### config.mk
export PLATFORM = sky130hd
export DESIGN_NAME = phase_result_averager
export DESIGN_NICKNAME = d
export VERILOG_FILES = /design/src/rtl/phase_result_averager.sv
export SDC_FILE = /design/constraint.sdc
export NUM_CORES = 1
export LEC_CHECK = 0
export ABC_AREA = 1
export CAP_MARGIN = 10
export CORE_AREA = 8 8 235 237
export DETAILED_ROUTE_END_ITERATION = 7
export DIE_AREA = 0 0 243 245
export MAX_ROUTING_LAYER = met4
export SKIP_LAST_GASP = 1
export SLEW_MARGIN = 5
export SYNTH_ARGS = -nofsm -noshare
export SYNTH_HDL_FRONTEND = slang
export SYNTH_SLANG_ARGS = --single-unit
### constraint.sdc
create_clock -name clk -period 6.7 [get_ports clk]
set_clock_uncertainty 0.1 [all_clocks]
set_input_delay 1.34 -clock clk [delete_from_list [all_inputs] [get_ports clk]]
set_output_delay 1.34 -clock clk [all_outputs]
set_load 0.02 [all_outputs]
### src/rtl/phase_result_averager.sv
// Block averager for per-frame phase/magnitude results: drops weak results,
// averages 2^LOG2_NAVG accepted ones with wrap-safe phase, emits one pair per block.
module phase_result_averager #(
    parameter int                   PH_WIDTH   = 32,
    parameter int                   MAG_WIDTH  = 32,
    parameter int                   LOG2_NAVG  = 4,
    parameter logic [MAG_WIDTH-1:0] MAG_THRESH = '0
) (
    input  logic                 clk,
    input  logic                 rst,
    input  logic                 clear,
    input  logic                 i_vld,
    input  logic [PH_WIDTH-1:0]  delta_ph,
    input  logic [MAG_WIDTH-1:0] mag,
    output logic [PH_WIDTH-1:0]  o_ph_avg,
    output logic [MAG_WIDTH-1:0] o_mag_avg,
    output logic [15:0]          o_rej_cnt,
    output logic                 o_vld
);

    localparam int PS_W  = PH_WIDTH + LOG2_NAVG;
    localparam int MS_W  = MAG_WIDTH + LOG2_NAVG;
    localparam int CNT_W = LOG2_NAVG + 1;
    localparam logic [CNT_W-1:0] N_BLK = {1'b1, {LOG2_NAVG{1'b0}}};

    typedef enum logic {IDLE, ACC} state_t;

    state_t                  state, state_n;
    logic [PH_WIDTH-1:0]     ref_ph, ref_n, ref_sel, diff;
    logic signed [PS_W-1:0]  ph_sum, ph_sum_n, ph_sum_add, ph_shift;
    logic [MS_W-1:0]         mag_sum, mag_sum_n, mag_sum_add, mag_shift;
    logic [CNT_W-1:0]        cnt, cnt_n, cnt_add;
    logic [15:0]             rej, rej_n, rej_out_n;
    logic [PH_WIDTH-1:0]     ph_avg_n;
    logic [MAG_WIDTH-1:0]    mag_avg_n;
    logic                    vld_n, accept, reject, done;

    always_ff @(posedge clk or posedge rst) begin
        if (rst) begin
            state     <= IDLE;
            ref_ph    <= '0;
            ph_sum    <= '0;
            mag_sum   <= '0;
            cnt       <= '0;
            rej       <= '0;
            o_ph_avg  <= '0;
            o_mag_avg <= '0;
            o_rej_cnt <= '0;
            o_vld     <= 1'b0;
        end else begin
            state     <= state_n;
            ref_ph    <= ref_n;
            ph_sum    <= ph_sum_n;
            mag_sum   <= mag_sum_n;
            cnt       <= cnt_n;
            rej       <= rej_n;
            o_ph_avg  <= ph_avg_n;
            o_mag_avg <= mag_avg_n;
            o_rej_cnt <= rej_out_n;
            o_vld     <= vld_n;
        end
    end

    always_comb begin
        accept  = i_vld && (mag >= MAG_THRESH);
        reject  = i_vld && !accept;

        // In IDLE the incoming sample becomes the reference, so its diff is zero
        // and the same adder path also covers the first sample of a block.
        ref_sel     = (state == IDLE) ? delta_ph : ref_ph;
        diff        = delta_ph - ref_sel;
        ph_sum_add  = ((state == IDLE) ? '0 : ph_sum) + {{LOG2_NAVG{diff[PH_WIDTH-1]}}, diff};
        ph_shift    = ph_sum_add >>> LOG2_NAVG;
        mag_sum_add = ((state == IDLE) ? '0 : mag_sum) + {{LOG2_NAVG{1'b0}}, mag};
        mag_shift   = mag_sum_add >> LOG2_NAVG;
        cnt_add     = (state == IDLE) ? CNT_W'(1) : cnt + CNT_W'(1);
        done        = accept && (cnt_add == N_BLK);

        state_n   = state;
        ref_n     = ref_ph;
        ph_sum_n  = ph_sum;
        mag_sum_n = mag_sum;
        cnt_n     = cnt;
        rej_n     = rej;
        ph_avg_n  = o_ph_avg;
        mag_avg_n = o_mag_avg;
        rej_out_n = o_rej_cnt;
        vld_n     = 1'b0;

        if (clear) begin
            state_n   = IDLE;
            ref_n     = '0;
            ph_sum_n  = '0;
            mag_sum_n = '0;
            cnt_n     = '0;
            rej_n     = '0;
        end else begin
            if (reject && rej != 16'hFFFF)
                rej_n = rej + 16'd1;
            if (accept) begin
                state_n   = ACC;
                ref_n     = ref_sel;
                ph_sum_n  = ph_sum_add;
                mag_sum_n = mag_sum_add;
                cnt_n     = cnt_add;
            end
            if (done) begin
                ph_avg_n  = ref_sel + ph_shift[PH_WIDTH-1:0];
                mag_avg_n = mag_shift[MAG_WIDTH-1:0];
                rej_out_n = rej;
                vld_n     = 1'b1;
                state_n   = IDLE;
                ph_sum_n  = '0;
                mag_sum_n = '0;
                cnt_n     = '0;
                rej_n     = '0;
            end
        end
    end

endmodule

Yosys cells after proc, flatten, opt, wreduce, memory -nomap -nowiden
Cells that the tools add are included.

Add/sub/neg operators: 6. Order comparisons: 1. Eq/ne operators: 2. Muxes and demuxes: 23. Bitwise logic cells: 1. Reduce and logical (&&, ||, !) cells: 9.

Operator list (number): 2-to-1 mux 36 bit (8); 2-to-1 mux 32 bit (3); 2-to-1 mux 16 bit (3); adder 36 x 32 -> 36 bit (1); adder 36 bit (1); adder 32 bit (1); greater-or-equal comparator 32 x 1 -> 1 bit (second input constant) (1); subtractor 32 bit (1); 2-to-1 mux 5 bit (4); adder 16 x 1 -> 16 bit (second input constant) (1); != test 16 bit (second input constant) (1); nonzero test 3 bit (2); adder 5 x 1 -> 5 bit (second input constant) (1); equality test 5 bit (second input constant) (1); 2-to-1 mux 1 bit (5); logical AND 1 bit (4); AND reduction 2 bit (1); nonzero test 2 bit (1); zero test 1 bit (1); NOT 1 bit (1).

Bits in registers: 207. Input port bits: 68. Output and inout port bits: 81. Word-level logic and storage cells: 52.

Longest topological paths before layout
Depth in word-level cells: 8. Mapped depth: 41. Gate-level depth less buffers: 38.

Least setup slack after synthesis
Ideal clock, no wire load.

Path kind: input to register. From: input port delta_ph[0]. To: register o_ph_avg[27]. Arrival time: 5976 ps. Data required time: 6482 ps. Path slack: 506 ps. Cell stages on the path: 33. Cells stage by stage: inv_1 > o21ai_0 > ha_1 > inv_1 > fa_1 > nand3_1 > nand2_1 > nand3_1 > nand2_1 > a21o_1 > a21oi_1 > o21ai_0 > xor2_1 > ha_1 > nand2_1 > nor2_1 > inv_1 > nor3_2 > nand4_1 > nand3_1 > nand2_1 > nand2_1 > a21oi_1 > or2_1 > and2_1 > ha_1 > nand2_1 > nor3_1 > a221oi_1 > nand2_1 > or2_2 > nand3_1 > nand2_1.

Word-level cells in the longest chain between the ends: 4.

Ends and longest elaborated chain: start, declared (RTL line 13) `input logic [PH_WIDTH-1:0] delta_ph,`; 2-to-1 mux 32 bit (RTL line 70) `ref_sel = (state == IDLE) ? delta_ph : ref_ph;`; subtractor 32 bit (RTL line 71) `diff = delta_ph - ref_sel;`; adder 36 bit (RTL line 72) `ph_sum_add = ((state == IDLE) ? '0 : ph_sum) + {{LOG2_NAVG{diff[PH_WIDTH-1]}}, diff};`; adder 32 bit * (RTL line 108) `ph_avg_n = ref_sel + ph_shift[PH_WIDTH-1:0];`; end signal, assigned (RTL line 57) `o_ph_avg <= ph_avg_n;`; end, declared (RTL line 15) `output logic [PH_WIDTH-1:0] o_ph_avg,`.

Every way passes the cells marked *; elsewhere a longest branch is shown, timed or not. A chain may end at the register's enable or synchronous reset.

Worst setup path in the final report
Ends and elaborated chain as after synthesis.

==> results by group <==
Outcome
  – Outcome: finished, final reports clean

Clock network
  – Clock transition at the registers of the reported paths: 0.07 ns
  – Hold-fix buffers, CTS: 0
  – H-tree depth: 4
  – CTS tree: yes
  – CTS Sinks: 175
  – Clk Latency, worst-skew pair: 0.50 ns
  – Num CTS Buffers: 17
  – Max Root-Sink Buffers: 2
  – CTS Root Cell: clkbuf_16

Layout
  – Share of cells above drive strength 1: 19.4%
  – Area Growth Syn to Fin: 36.1%
  – Register area: 4380 um^2
  – Finished Core Util: 40.1%
  – # fillers: 5491
  – Multi-input gate area: 9810 um^2
  – Final #Nets: 2850
  – ANT cells: 0
  – Layout Cells excl Fill: 3344

Critical path
  – Worst Path Arrival: 6.75 ns
  – CP max stage delay: 0.46 ns
  – WP data required: 6.99 ns
  – Crit path top cell by count: inv_1
  – Critical path type: in2reg
  – Worst Setup Start Kind: input pin
  – CP Capture Type: flop
  – CP max-delay cell: clkdlybuf4s50_1
  – Crit-path max FO: 4

Power
  – Sequential share of power: 20.8%
  – Internal Power: 0.00328 W
  – Sw Ratio: 41.7%
  – Clock power frac: 19.1%
  – Combinational power share: 60.1%
  – Leakage: approximately 11 nW
  – Pwr per Cell Area: around 270 nW/um^2
  – Max VDD drop: between 0.2 and 0.3 mV
  – Sw Pwr: 0.00235 W

Logic synthesis
  – Area share of the largest cell type after synthesis: 28.7%
  – Syn_area_per_cell: slightly below 7 um^2
  – Post-synth top flop: dfrtp_1
  – Post-Synthesis Cell Area: roughly 15000 um^2
  – Most frequent cell after synthesis: nand2_1
  – FF+latch count, synth: around 180
  – Mapped Cells: 2215
  – Ys Warns: 0
  – Share of synthesized flip-flops with an asynchronous set or reset: 100%
  – Top post-synthesis cells by area: dfrtp_1, nand2_1, ha_1, inv_1, o21ai_0
  – Post-synthesis sequential area ratio: 28.7%
  – Number of library cell types mapped by synthesis: 56
  – Synth top cells by count: nand2_1, inv_1, dfrtp_1
  – Post-synth EDFFs: 0
  – Synth area leader: dfrtp_1

Timing
  – Slew Limit Fails: 0
  – RSZ-0062 raised after global routing: yes
  – Hold slack: 0.378 ns
  – Worst setup margin: 0.240 ns
  – Final period util: 96.4%
  – Max_slew headroom: 48.3%
  – # setup viols final: 0
  – Highest Clock Rate: 155 MHz
  – Final setup TNS: 0 ns
  – Worst Tran Pin Value: 0.775 ns
  – Period minus WS final: 6.46 ns
  – Final hold viol count: 0

Worst hold path
  – Worst Hold Class: reg2reg

Drt
  – Post-detailed-route count of antenna-violating nets: 0
  – DRT Pass-1 Iters: 6
  – Metal3 WL: 1920 um
  – DRT iter0 DRCs: 882
  – Vias: roughly 16000
  – Drt drc: 0
  – WL met2: 26100 um
  – Vias per cell: 4.73
  – Max Used Layer: met4
  – Final Routed Wirelength: 53400 um
  – WL met1: roughly 24000 um
  – Avg WL per Cell: 16.0 um

Die
  – CORE AREA: 51700 um^2
  – Die height: ~250 um
  – Starting Density: 29.5%
  – Io pins: 149
  – Site Rows: 84
  – Die Wd: 243 um
  – Die area: 59500 um^2

Global routing
  – Largest net degree at the start of global routing: 77
  – Remaining Overflow, GRT: 0
  – All-layer global routing usage: 18.5%
  – Vias in the first global route: between 15000 and 20000
  – First-pass GRT wire length: 85400 um
  – Antenna violations before repair: 0

Placement
  – Placed cells: between 3000 and 4000
  – I/O Buffers: 132
  – Post-DP HPWL: about 43000 um
  – Placer's final routability congestion estimate: around 0.99
  – Post-Place Worst Slack: -0.807 ns

Flow run
  – Max Cap Viol: 0
-- routing by layer --
metal / GRT usage (%) / up-vias
li1: - / 8047
met1: 21.6 / 7371
met2: 31.8 / 309
met3: 3.43 / 76
met4: 6.35 / 0
met5: - / -
-- layout make-up --
cell class                      count  area share (%)
Multi-Input combinational cell   1644            47.3
Sequential cell                   175            21.1
Clock buffer                       20            2.25
Timing Repair Buffer              462            18.3
Inverter                          343            6.23
Tap cell                          688            4.15
Clock inverter                     12           0.693
-- cell families (layout without fill, tap and decap cells) --
group | count (synthesis) | in the layout | share of synthesized area (%)
compound gates | 448 | 448 | 17.6
other cells | 1 | 16 | 0.0246
flops | 175 | 175 | 28.7
fa+ha+maj | 139 | 139 | 11.6
buf+inv | 411 | 837 | 10.6
xor+xnor | 96 | 96 | 5.61
simple gates | 945 | 945 | 25.8
-- path summary, 6_finish.rpt --
| kind | start | end | slack [ns] | cells past startpoint |
|---|---|---|---|---|
| worst max-delay path | delta_ph[0] | o_ph_avg[27] | 0.24 | 32 |
| worst min-delay path | o_mag_avg[22] | o_mag_avg[22] | 0.38 | 2 |
| worst max register to register | state | o_ph_avg[27] | 0.82 | 30 |
| worst min register to register | o_mag_avg[22] | o_mag_avg[22] | 0.38 | 2 |
| max in group asynchronous | rst | mag_sum[30] | 4.04 | 3 |
| min in group asynchronous | rst | o_ph_avg[3] | 1.25 | 2 |
-- power groups by stage --
stage	logic (W)	registers, W	clock network, W
2_1_floorplan	0.00171	0.00118	0
3_3_place_gp	0.00309	0.00119	0
3_5_place_dp	0.00311	0.00119	0
4_1_cts	0.00315	0.00117	0.00112
5_1_grt	0.00374	0.00118	0.00115
6_report	0.00339	0.00117	0.00108
-- sequential cells by signal, summed over array words and instances, names as in the netlist --
| signal | flops |
|---|---|
| o_mag_avg | 32 |
| ph_sum | 36 |
| ref_ph | 32 |
| state | 1 |
| o_ph_avg | 32 |
| mag_sum | 36 |
| cnt | 5 |
| o_vld | 1 |
-- cell usage in the layout, fill, tap and decap left out, types with 7 or more instances in the layout --
cell / count
a21o_1: 16
a21oi_1: 107
a21oi_2: 26
a22o_1: 15
a31oi_1: 14
buf_4: 330
clkbuf_16: 17
clkdlybuf4s50_1: 132
conb_1: 16
dfrtp_1: 174
ha_1: 126
ha_4: 7
inv_1: 337
nand2_1: 591
nand2_2: 24
nand3_1: 110
nand3_2: 9
nand4_1: 16
nor2_1: 123
nor2_2: 7
nor3_1: 19
o21a_1: 8
o21ai_0: 149
o21ai_1: 16
o21ai_2: 10
o22ai_1: 32
or2_1: 7
or2_2: 8
xnor2_1: 35
xor2_1: 49
xor2_2: 10
-- metrics by stage --
stage	cell area (um^2)	power (W)
2_1_floorplan	15300	0.00288
3_3_place_gp	19500	0.00428
3_5_place_dp	19500	0.00430
4_1_cts	20200	0.00544
5_1_grt	20800	0.00607
6_report	20800	0.00564
-- worst max-delay path, delay by kind of cell --
| kind | cells | cell delay (ns) |
|---|---|---|
| AOI/OAI and AO/OA | 9 | 1.66 |
| and+or+nand+nor | 11 | 1.17 |
| xor gates and xnor gates | 2 | 0.39 |
| buffers and inverters | 6 | 0.94 |
| adders and majority gates | 4 | 1.26 |
-- timing repair --
item,CTS,global route
pin swaps,0,48
resized for setup,9,105
setup buffers,0,17
endpoints found under the setup margin,4,19
Note: power is estimated with default switching activity, not from simulation.
